[src/rtl/keypad_scanner_4x5_pkg.sv]
// Shared constants, FSM state type and key index helper for the 4x5 keypad scanner.
package keypad_pkg;

  localparam logic [5:0] KEY_NONE = 6'd63;
  localparam int         ROWS     = 4;
  localparam int         COLS     = 5;

  typedef enum logic [1:0] {
    IDLE     = 2'd0,
    DEBOUNCE = 2'd1,
    PRESSED  = 2'd2,
    RELEASE  = 2'd3
  } keypad_state_t;

  function automatic logic [5:0] key_index(input logic [1:0] row, input logic [2:0] col);
    return 6'(row) * 6'(COLS) + 6'(col);
  endfunction

endpackage

[src/rtl/keypad_scanner_4x5_if.sv]
// Matrix and key-report signals of the scanner; master is the scanner, slave its environment.
// Handshake: strobe is a one-cycle pulse marking the first cycle of valid for a newly accepted key;
// coder is meaningful only while valid is high and reads KEY_NONE otherwise. No back-pressure.
interface keypad_scanner_4x5_if;
  import keypad_pkg::*;

  logic [COLS-1:0] column_in;
  logic [ROWS-1:0] row_out;
  logic [5:0]      coder;
  logic            valid;
  logic            strobe;
  keypad_state_t   state;

  modport master (input column_in, output row_out, coder, valid, strobe, state);
  modport slave  (output column_in, input row_out, coder, valid, strobe, state);

endinterface

[src/rtl/keypad_row_scanner.sv]
// Drives the rows one-hot, samples columns at the end of each row dwell and reduces
// a full frame to the lowest pressed key index.
module keypad_row_scanner
  import keypad_pkg::*;
#(
  parameter int SCAN_CYCLES = 4
) (
  input  logic            clock,
  input  logic            reset,
  input  logic [COLS-1:0] i_column,
  output logic [ROWS-1:0] o_row,
  output logic            o_frame_done,
  output logic [5:0]      o_frame_key
);

  localparam int DW = $clog2(SCAN_CYCLES);

  logic [DW-1:0]   r_dwell;
  logic [ROWS-1:0] r_row;
  logic [1:0]      r_row_idx;
  logic [5:0]      r_best;
  logic            r_frame_done;
  logic [5:0]      r_frame_key;
  logic            w_terminal;
  logic [5:0]      w_row_key;
  logic [5:0]      w_merged;

  assign w_terminal = (r_dwell == DW'(SCAN_CYCLES - 1));

  // Walk columns high to low so the lowest pressed column is the last assignment.
  always_comb begin
    w_row_key = KEY_NONE;
    for (int c = COLS - 1; c >= 0; c--) begin
      if (i_column[c]) w_row_key = key_index(r_row_idx, 3'(c));
    end
  end

  assign w_merged = (w_row_key < r_best) ? w_row_key : r_best;

  always_ff @(posedge clock or posedge reset) begin
    if (reset) begin
      r_dwell      <= '0;
      r_row        <= ROWS'(1);
      r_row_idx    <= '0;
      r_best       <= KEY_NONE;
      r_frame_done <= 1'b0;
      r_frame_key  <= KEY_NONE;
    end else begin
      r_frame_done <= 1'b0;
      if (w_terminal) begin
        r_dwell   <= '0;
        r_row     <= {r_row[ROWS-2:0], r_row[ROWS-1]};
        r_row_idx <= r_row_idx + 2'd1;
        if (r_row_idx == 2'(ROWS - 1)) begin
          r_frame_key  <= w_merged;
          r_frame_done <= 1'b1;
          r_best       <= KEY_NONE;
        end else begin
          r_best <= w_merged;
        end
      end else begin
        r_dwell <= r_dwell + DW'(1);
      end
    end
  end

  assign o_row        = r_row;
  assign o_frame_done = r_frame_done;
  assign o_frame_key  = r_frame_key;

endmodule

[src/rtl/keypad_scanner_4x5.sv]
// 4x5 keypad scanner: row scanning plus a frame-rate debounce FSM with registered key outputs.
module keypad_scanner_4x5
  import keypad_pkg::*;
#(
  parameter int SCAN_CYCLES    = 4,
  parameter int DEBOUNCE_SCANS = 3
) (
  input logic                  clock,
  input logic                  reset,
  keypad_scanner_4x5_if.master bus
);

  localparam int CW = $clog2(DEBOUNCE_SCANS + 1);

  logic          w_frame_done;
  logic [5:0]    w_frame_key;
  keypad_state_t r_state, w_state_n;
  logic [5:0]    r_cand, w_cand_n;
  logic [5:0]    r_held, w_held_n;
  logic [CW-1:0] r_count, w_count_n;
  logic [5:0]    r_coder, w_coder_n;
  logic          r_valid, w_valid_n;
  logic          r_strobe, w_strobe_n;
  logic          w_count_hit;

  keypad_row_scanner #(.SCAN_CYCLES(SCAN_CYCLES)) u_scan (
    .clock        (clock),
    .reset        (reset),
    .i_column     (bus.column_in),
    .o_row        (bus.row_out),
    .o_frame_done (w_frame_done),
    .o_frame_key  (w_frame_key)
  );

  assign w_count_hit = (32'(r_count) + 32'd1 >= 32'(DEBOUNCE_SCANS));

  always_ff @(posedge clock or posedge reset) begin
    if (reset) begin
      r_state  <= IDLE;
      r_cand   <= KEY_NONE;
      r_held   <= KEY_NONE;
      r_count  <= '0;
      r_coder  <= KEY_NONE;
      r_valid  <= 1'b0;
      r_strobe <= 1'b0;
    end else begin
      r_state  <= w_state_n;
      r_cand   <= w_cand_n;
      r_held   <= w_held_n;
      r_count  <= w_count_n;
      r_coder  <= w_coder_n;
      r_valid  <= w_valid_n;
      r_strobe <= w_strobe_n;
    end
  end

  // State only moves on the frame-end pulse; outputs follow the next state one clock later.
  always_comb begin
    w_state_n  = r_state;
    w_cand_n   = r_cand;
    w_held_n   = r_held;
    w_count_n  = r_count;
    w_strobe_n = 1'b0;
    if (w_frame_done) begin
      case (r_state)
        IDLE: begin
          if (w_frame_key != KEY_NONE) begin
            if (DEBOUNCE_SCANS <= 1) begin
              w_state_n  = PRESSED;
              w_held_n   = w_frame_key;
              w_count_n  = '0;
              w_strobe_n = 1'b1;
            end else begin
              w_state_n = DEBOUNCE;
              w_cand_n  = w_frame_key;
              w_count_n = CW'(1);
            end
          end
        end
        DEBOUNCE: begin
          if (w_frame_key == KEY_NONE) begin
            w_state_n = IDLE;
            w_count_n = '0;
          end else if (w_frame_key == r_cand) begin
            if (w_count_hit) begin
              w_state_n  = PRESSED;
              w_held_n   = r_cand;
              w_count_n  = '0;
              w_strobe_n = 1'b1;
            end else begin
              w_count_n = r_count + CW'(1);
            end
          end else begin
            w_cand_n  = w_frame_key;
            w_count_n = CW'(1);
          end
        end
        PRESSED: begin
          if (w_frame_key != r_held) begin
            w_state_n = (DEBOUNCE_SCANS <= 1) ? IDLE : RELEASE;
            w_count_n = (DEBOUNCE_SCANS <= 1) ? '0 : CW'(1);
          end
        end
        RELEASE: begin
          if (w_frame_key == r_held) begin
            w_state_n = PRESSED;
            w_count_n = '0;
          end else if (w_count_hit) begin
            w_state_n = IDLE;
            w_count_n = '0;
          end else begin
            w_count_n = r_count + CW'(1);
          end
        end
        default: begin
          w_state_n = IDLE;
          w_count_n = '0;
        end
      endcase
    end
    w_valid_n = (w_state_n == PRESSED) || (w_state_n == RELEASE);
    w_coder_n = w_valid_n ? w_held_n : KEY_NONE;
  end

  assign bus.coder  = r_coder;
  assign bus.valid  = r_valid;
  assign bus.strobe = r_strobe;
  assign bus.state  = r_state;

endmodule

[src/flat_wrapper.sv]
// flat-port wrapper written by rule: the top's interface ports become plain ports
module keypad_scanner_4x5_flat import keypad_pkg::*;
#(
  parameter int SCAN_CYCLES    = 4,
  parameter int DEBOUNCE_SCANS = 3
)
  (clock, reset, bus_column_in, bus_row_out, bus_coder, bus_valid, bus_strobe, bus_state);
  keypad_scanner_4x5_if bus_i ();
  input logic clock;
  input logic reset;
  input wire logic [$bits(bus_i.column_in)-1:0] bus_column_in;
  output wire logic [$bits(bus_i.row_out)-1:0] bus_row_out;
  output wire logic [$bits(bus_i.coder)-1:0] bus_coder;
  output wire logic [$bits(bus_i.valid)-1:0] bus_valid;
  output wire logic [$bits(bus_i.strobe)-1:0] bus_strobe;
  output wire logic [$bits(bus_i.state)-1:0] bus_state;
  assign bus_i.column_in = bus_column_in;
  assign bus_row_out = bus_i.row_out;
  assign bus_coder = bus_i.coder;
  assign bus_valid = bus_i.valid;
  assign bus_strobe = bus_i.strobe;
  assign bus_state = bus_i.state;
  keypad_scanner_4x5 #(.SCAN_CYCLES(SCAN_CYCLES), .DEBOUNCE_SCANS(DEBOUNCE_SCANS)) u_core (.clock(clock), .reset(reset), .bus(bus_i));
endmodule
[config.mk]
export PLATFORM = sky130hd
export DESIGN_NAME = keypad_scanner_4x5_flat
export DESIGN_NICKNAME = d
export VERILOG_FILES = /design/src/rtl/keypad_scanner_4x5_pkg.sv /design/src/rtl/keypad_scanner_4x5_if.sv /design/src/rtl/keypad_row_scanner.sv /design/src/rtl/keypad_scanner_4x5.sv /design/src/flat_wrapper.sv
export SDC_FILE = /design/constraint.sdc
export NUM_CORES = 1
export LEC_CHECK = 0
export CAP_MARGIN = 20
export CORE_MARGIN = 1
export CORE_UTILIZATION = 45
export CTS_CLUSTER_SIZE = 30
export DETAILED_ROUTE_END_ITERATION = 12
export PLACE_DENSITY = 0.75
export SETUP_SLACK_MARGIN = 0.4
export SYNTH_ARGS = -nofsm -noshare
export SYNTH_HDL_FRONTEND = slang
export SYNTH_SLANG_ARGS = --single-unit
[constraint.sdc]
create_clock -name clock -period 2.63 [get_ports clock]
set_input_delay 0.526 -clock clock [delete_from_list [all_inputs] [get_ports clock]]
set_output_delay 0.526 -clock clock [all_outputs]
set_load 0.1 [all_outputs]
==> results.yml <==
routing:
  totalWireLength_mm: 5.513
  firstDrtPassIters: 5
  dr.first_iter.drc_count: 100
  drc: 0
  routedWlPerCell_microns: 15.23
  route.antenna.remaining_nets: 0
  routed_via_density: 5.539
  num_vias: 2005
layout:
  areaGrowthSynthToFinish_pct: 32.46
  n_antenna_cell: 0
  num-nets-final: 309
  layout_cell_share_with_drive_strength_beyond_1_pct: 51.37
floorplanning:
  chipWidth_microns: 77.13
  i_o_pin_cnt: 21
  num_rows: 26
  dieHeight_microns: 77.13
  start_util_pct: 48.20
  dieArea_sq_mm: 0.005949
  core_area_sq_mm: 0.005270
logic_synthesis:
  synth-edff-count: 0
  postSynth.asyncResetShare_pct: 100.0
  synth.area.top_cells: "sky130_fd_sc_hd__dfstp_2 32%, sky130_fd_sc_hd__dfrtp_1 14%, sky130_fd_sc_hd__mux2_2 6.7%"
  mappedNetlistNets: 257
  synth_sequential_area_ratio_pct: 45.86
  synth_commonest_cells: "31 x sky130_fd_sc_hd__dfstp_2, 17 x sky130_fd_sc_hd__nand2_1, 16 x sky130_fd_sc_hd__nor2_1, 15 x sky130_fd_sc_hd__inv_1, 15 x sky130_fd_sc_hd__mux2_2"
  postSynthCellCount: 240
  synth_flop_cell: "sky130_fd_sc_hd__dfstp_2"
  synth.most_common_cell: "sky130_fd_sc_hd__dfstp_2"
  yosys_register_bits: 45
  syn_area_sq_mm: 0.002540
  netlist.top_cell.by_area: "sky130_fd_sc_hd__dfstp_2"
  synth_cell_type_count: 62
  avgSynthCellArea_sq_um: 10.58
  yosys_warnings: 0
  netlist.area_leader.share_pct: 32.07
placed_design:
  place_congestion: 0.8670
  worst_setup_slack_after_placement_ns: -0.4375
  dp_hpwl_mm: 3.911
  io_buffer_count: 20
sta:
  timing.final.crit_share_pct: 92.04
  setup_repair_after_global_routing_missed_its_margin: "true"
  hold_viol_final: 0
  worst_pin_slew_ns: 0.6355
  fmax_ghz: 0.4131
  relSlewSlack_pct: 57.44
  timing.final.max_slew_violations: 0
  setup_violation_total_in_the_final_timing_report: 0
  worst_slack_ns: 0.2095
  period_needed_ns: 2.421
  hold_slack_ns: 0.4321
  worst_clock_skew_ns: 0.005963
global_route:
  wire_length_of_the_first_global_routing_pass_mm: 9.135
  grt_start_max_net_pins: 36
  antenna_found_initial: 0
  grt_pass1_vias: 1993
  groute.usage.overall_pct: 19.40
  grt_overflow: 0
cts:
  cts.clk_slew.worst_paths_ns: 0.08
  cts_buffer_depth: 2
  tritoncts_num_sinks: 45
  clock_tree_from_tritoncts: "done"
  cts-htree-levels: 2
  clock_insertion_delay_worst_skew_ns: 0.29
  cts-buffers-inserted: 5
  clock_tree.root_cell: "sky130_fd_sc_hd__clkbuf_8"
flow_run:
  maxCapViolations: 0
power_and_ir_drop:
  irDropWorstVdd_uv: 354.6
  p_per_area_mw_per_mm2: 562.5
  power.static_leakage_nw: 1.484
critical_path:
  critPathRequiredTime_ns: 2.86
  timing.reg2reg.worst_path_depth: 11
  critPathKind: "register to register"
  path_max_fanout: 5
  worstSetupEndpointType: "register"
  worstPathArrival_ns: 2.65
  startpoint_type: "register"
worst_hold_path:
  timing.hold.worst_path_depth: 1
  min-delay-path-class: "register to register"
status:
  run_status: "complete, no violations"
-- metrics by stage --
stage / TNS [ns] / area (sq um) / power, W / utilization (%) / std cells
after global routing: 0 / 3364 / 0.001995 / 63.84 / 362
after floorplan: 0 / 2636 / 0.001282 / - / 240
final: 0 / 3364 / 0.001892 / 63.84 / 362
after detailed placement: -4.341 / 3050 / 0.001396 / 57.88 / 351
after CTS: 0 / 3216 / 0.001898 / 61.02 / 360
after global placement: -4.058 / 3050 / 0.001382 / 57.88 / 351
-- routing by layer --
layer / routed length [microns] / GRT usage, % / part of all wire (%) / up-vias
li1: - / - / - / 981
met3: 227 / 3.452 / 4.1 / 5
met2: 2648 / 30.27 / 48 / 39
met1: 2589 / 26.73 / 47 / 980
met5: 0 / 0 / 0 / -
met4: 47 / 7.358 / 0.85 / 0
-- timing repair --
item                       CTS  global route
pin swaps                   14            14
hold buffers                 0             0
setup buffers                2             2
setup endpoints to repair   12            18
hold endpoints to repair     0             0
gates resized for setup     22            32
-- kinds of logic (layout without fill, tap and decap cells) --
| kind of cell | Yosys count | after routing | synth area share, % |
|---|---|---|---|
| buffers and inverters | 26 | 78 | 4.630 |
| AND/OR/NAND/NOR | 61 | 61 | 12.32 |
| flip-flops | 45 | 45 | 45.86 |
| AO/OA/AOI/OAI | 68 | 68 | 20.15 |
| multiplexers | 17 | 17 | 7.635 |
| adder cells (fa/ha/maj) | 10 | 10 | 4.926 |
| XOR/XNOR | 13 | 13 | 4.483 |
-- area by class of cell --
class                      count  area [sq um]
clock inverter                 2         35.03
sequential                    45          1167
multi-input combinational    169          1510
inverter                      16         65.06
tap                           70         87.58
clock buffer                   5         68.82
timing repair buffer          55         430.4
fill                         422          1906
-- layout by cell type (no fill, tap or decap), drive strengths merged, types with 4 or more instances in the layout --
| cell type | count |
|---|---|
| xnor2 | 4 |
| inv | 14 |
| ha | 10 |
| xor2 | 9 |
| nor2b | 6 |
| dfrtp | 14 |
| nand2b | 5 |
| dfstp | 31 |
| buf | 50 |
| a21oi | 10 |
| nand2 | 17 |
| mux2 | 16 |
| o21ai | 8 |
| nor2 | 16 |
| o22a | 6 |
| clkbuf | 7 |
| o31ai | 4 |
-- registers in the layout (all words and copies together) (netlist names) --
| register | cells |
|---|---|
| u_core.bus.state | 2 |
| u_core.r_held | 6 |
| u_core.r_count | 2 |
| u_core.bus.strobe | 1 |
| u_core.u_scan.r_row_idx | 2 |
| u_core.bus.coder | 6 |
| u_core.bus.valid | 1 |
| u_core.u_scan.o_row | 4 |
| u_core.r_cand | 6 |
| u_core.u_scan.r_best | 6 |
| u_core.u_scan.o_frame_key | 6 |
| u_core.u_scan.o_frame_done | 1 |
| u_core.u_scan.r_dwell | 2 |
-- power by group --
group	switching [W]	internal, W
Clock	0.000221	0.000276
Sequential	0.000138	0.000863
Combinational	0.000185	0.000210
Total	0.000544	0.00135
-- worst max-delay path, cell delays in order, from the launching register on --
cell,delay [ns]
sky130_fd_sc_hd__dfrtp_2,0.42
sky130_fd_sc_hd__inv_2,0.07
sky130_fd_sc_hd__ha_4,0.22
sky130_fd_sc_hd__o221ai_2,0.17
sky130_fd_sc_hd__a21oi_2,0.10
sky130_fd_sc_hd__ha_4,0.17
sky130_fd_sc_hd__nand2b_4,0.12
sky130_fd_sc_hd__a2111o_1,0.31
sky130_fd_sc_hd__and3_4,0.19
sky130_fd_sc_hd__buf_6,0.12
sky130_fd_sc_hd__a211o_1,0.29
sky130_fd_sc_hd__a31o_1,0.17
-- worst paths after layout --
| path | start | end | slack [ns] |
|---|---|---|---|
| max reg2reg | u_core.u_scan.r_row_idx[0] | u_core.u_scan.o_frame_key[3] | 0.21 |
| min reg2reg | u_core.u_scan.r_dwell[0] | u_core.u_scan.r_dwell[0] | 0.43 |
| max | u_core.u_scan.r_row_idx[0] | u_core.u_scan.o_frame_key[3] | 0.21 |
| min in group asynchronous | reset | u_core.u_scan.o_row[1] | 0.46 |
| max in group asynchronous | reset | u_core.r_cand[3] | 1.44 |
| min | u_core.u_scan.r_dwell[0] | u_core.u_scan.r_dwell[0] | 0.43 |
No activity file was read; power rests on OpenSTA's default activity.
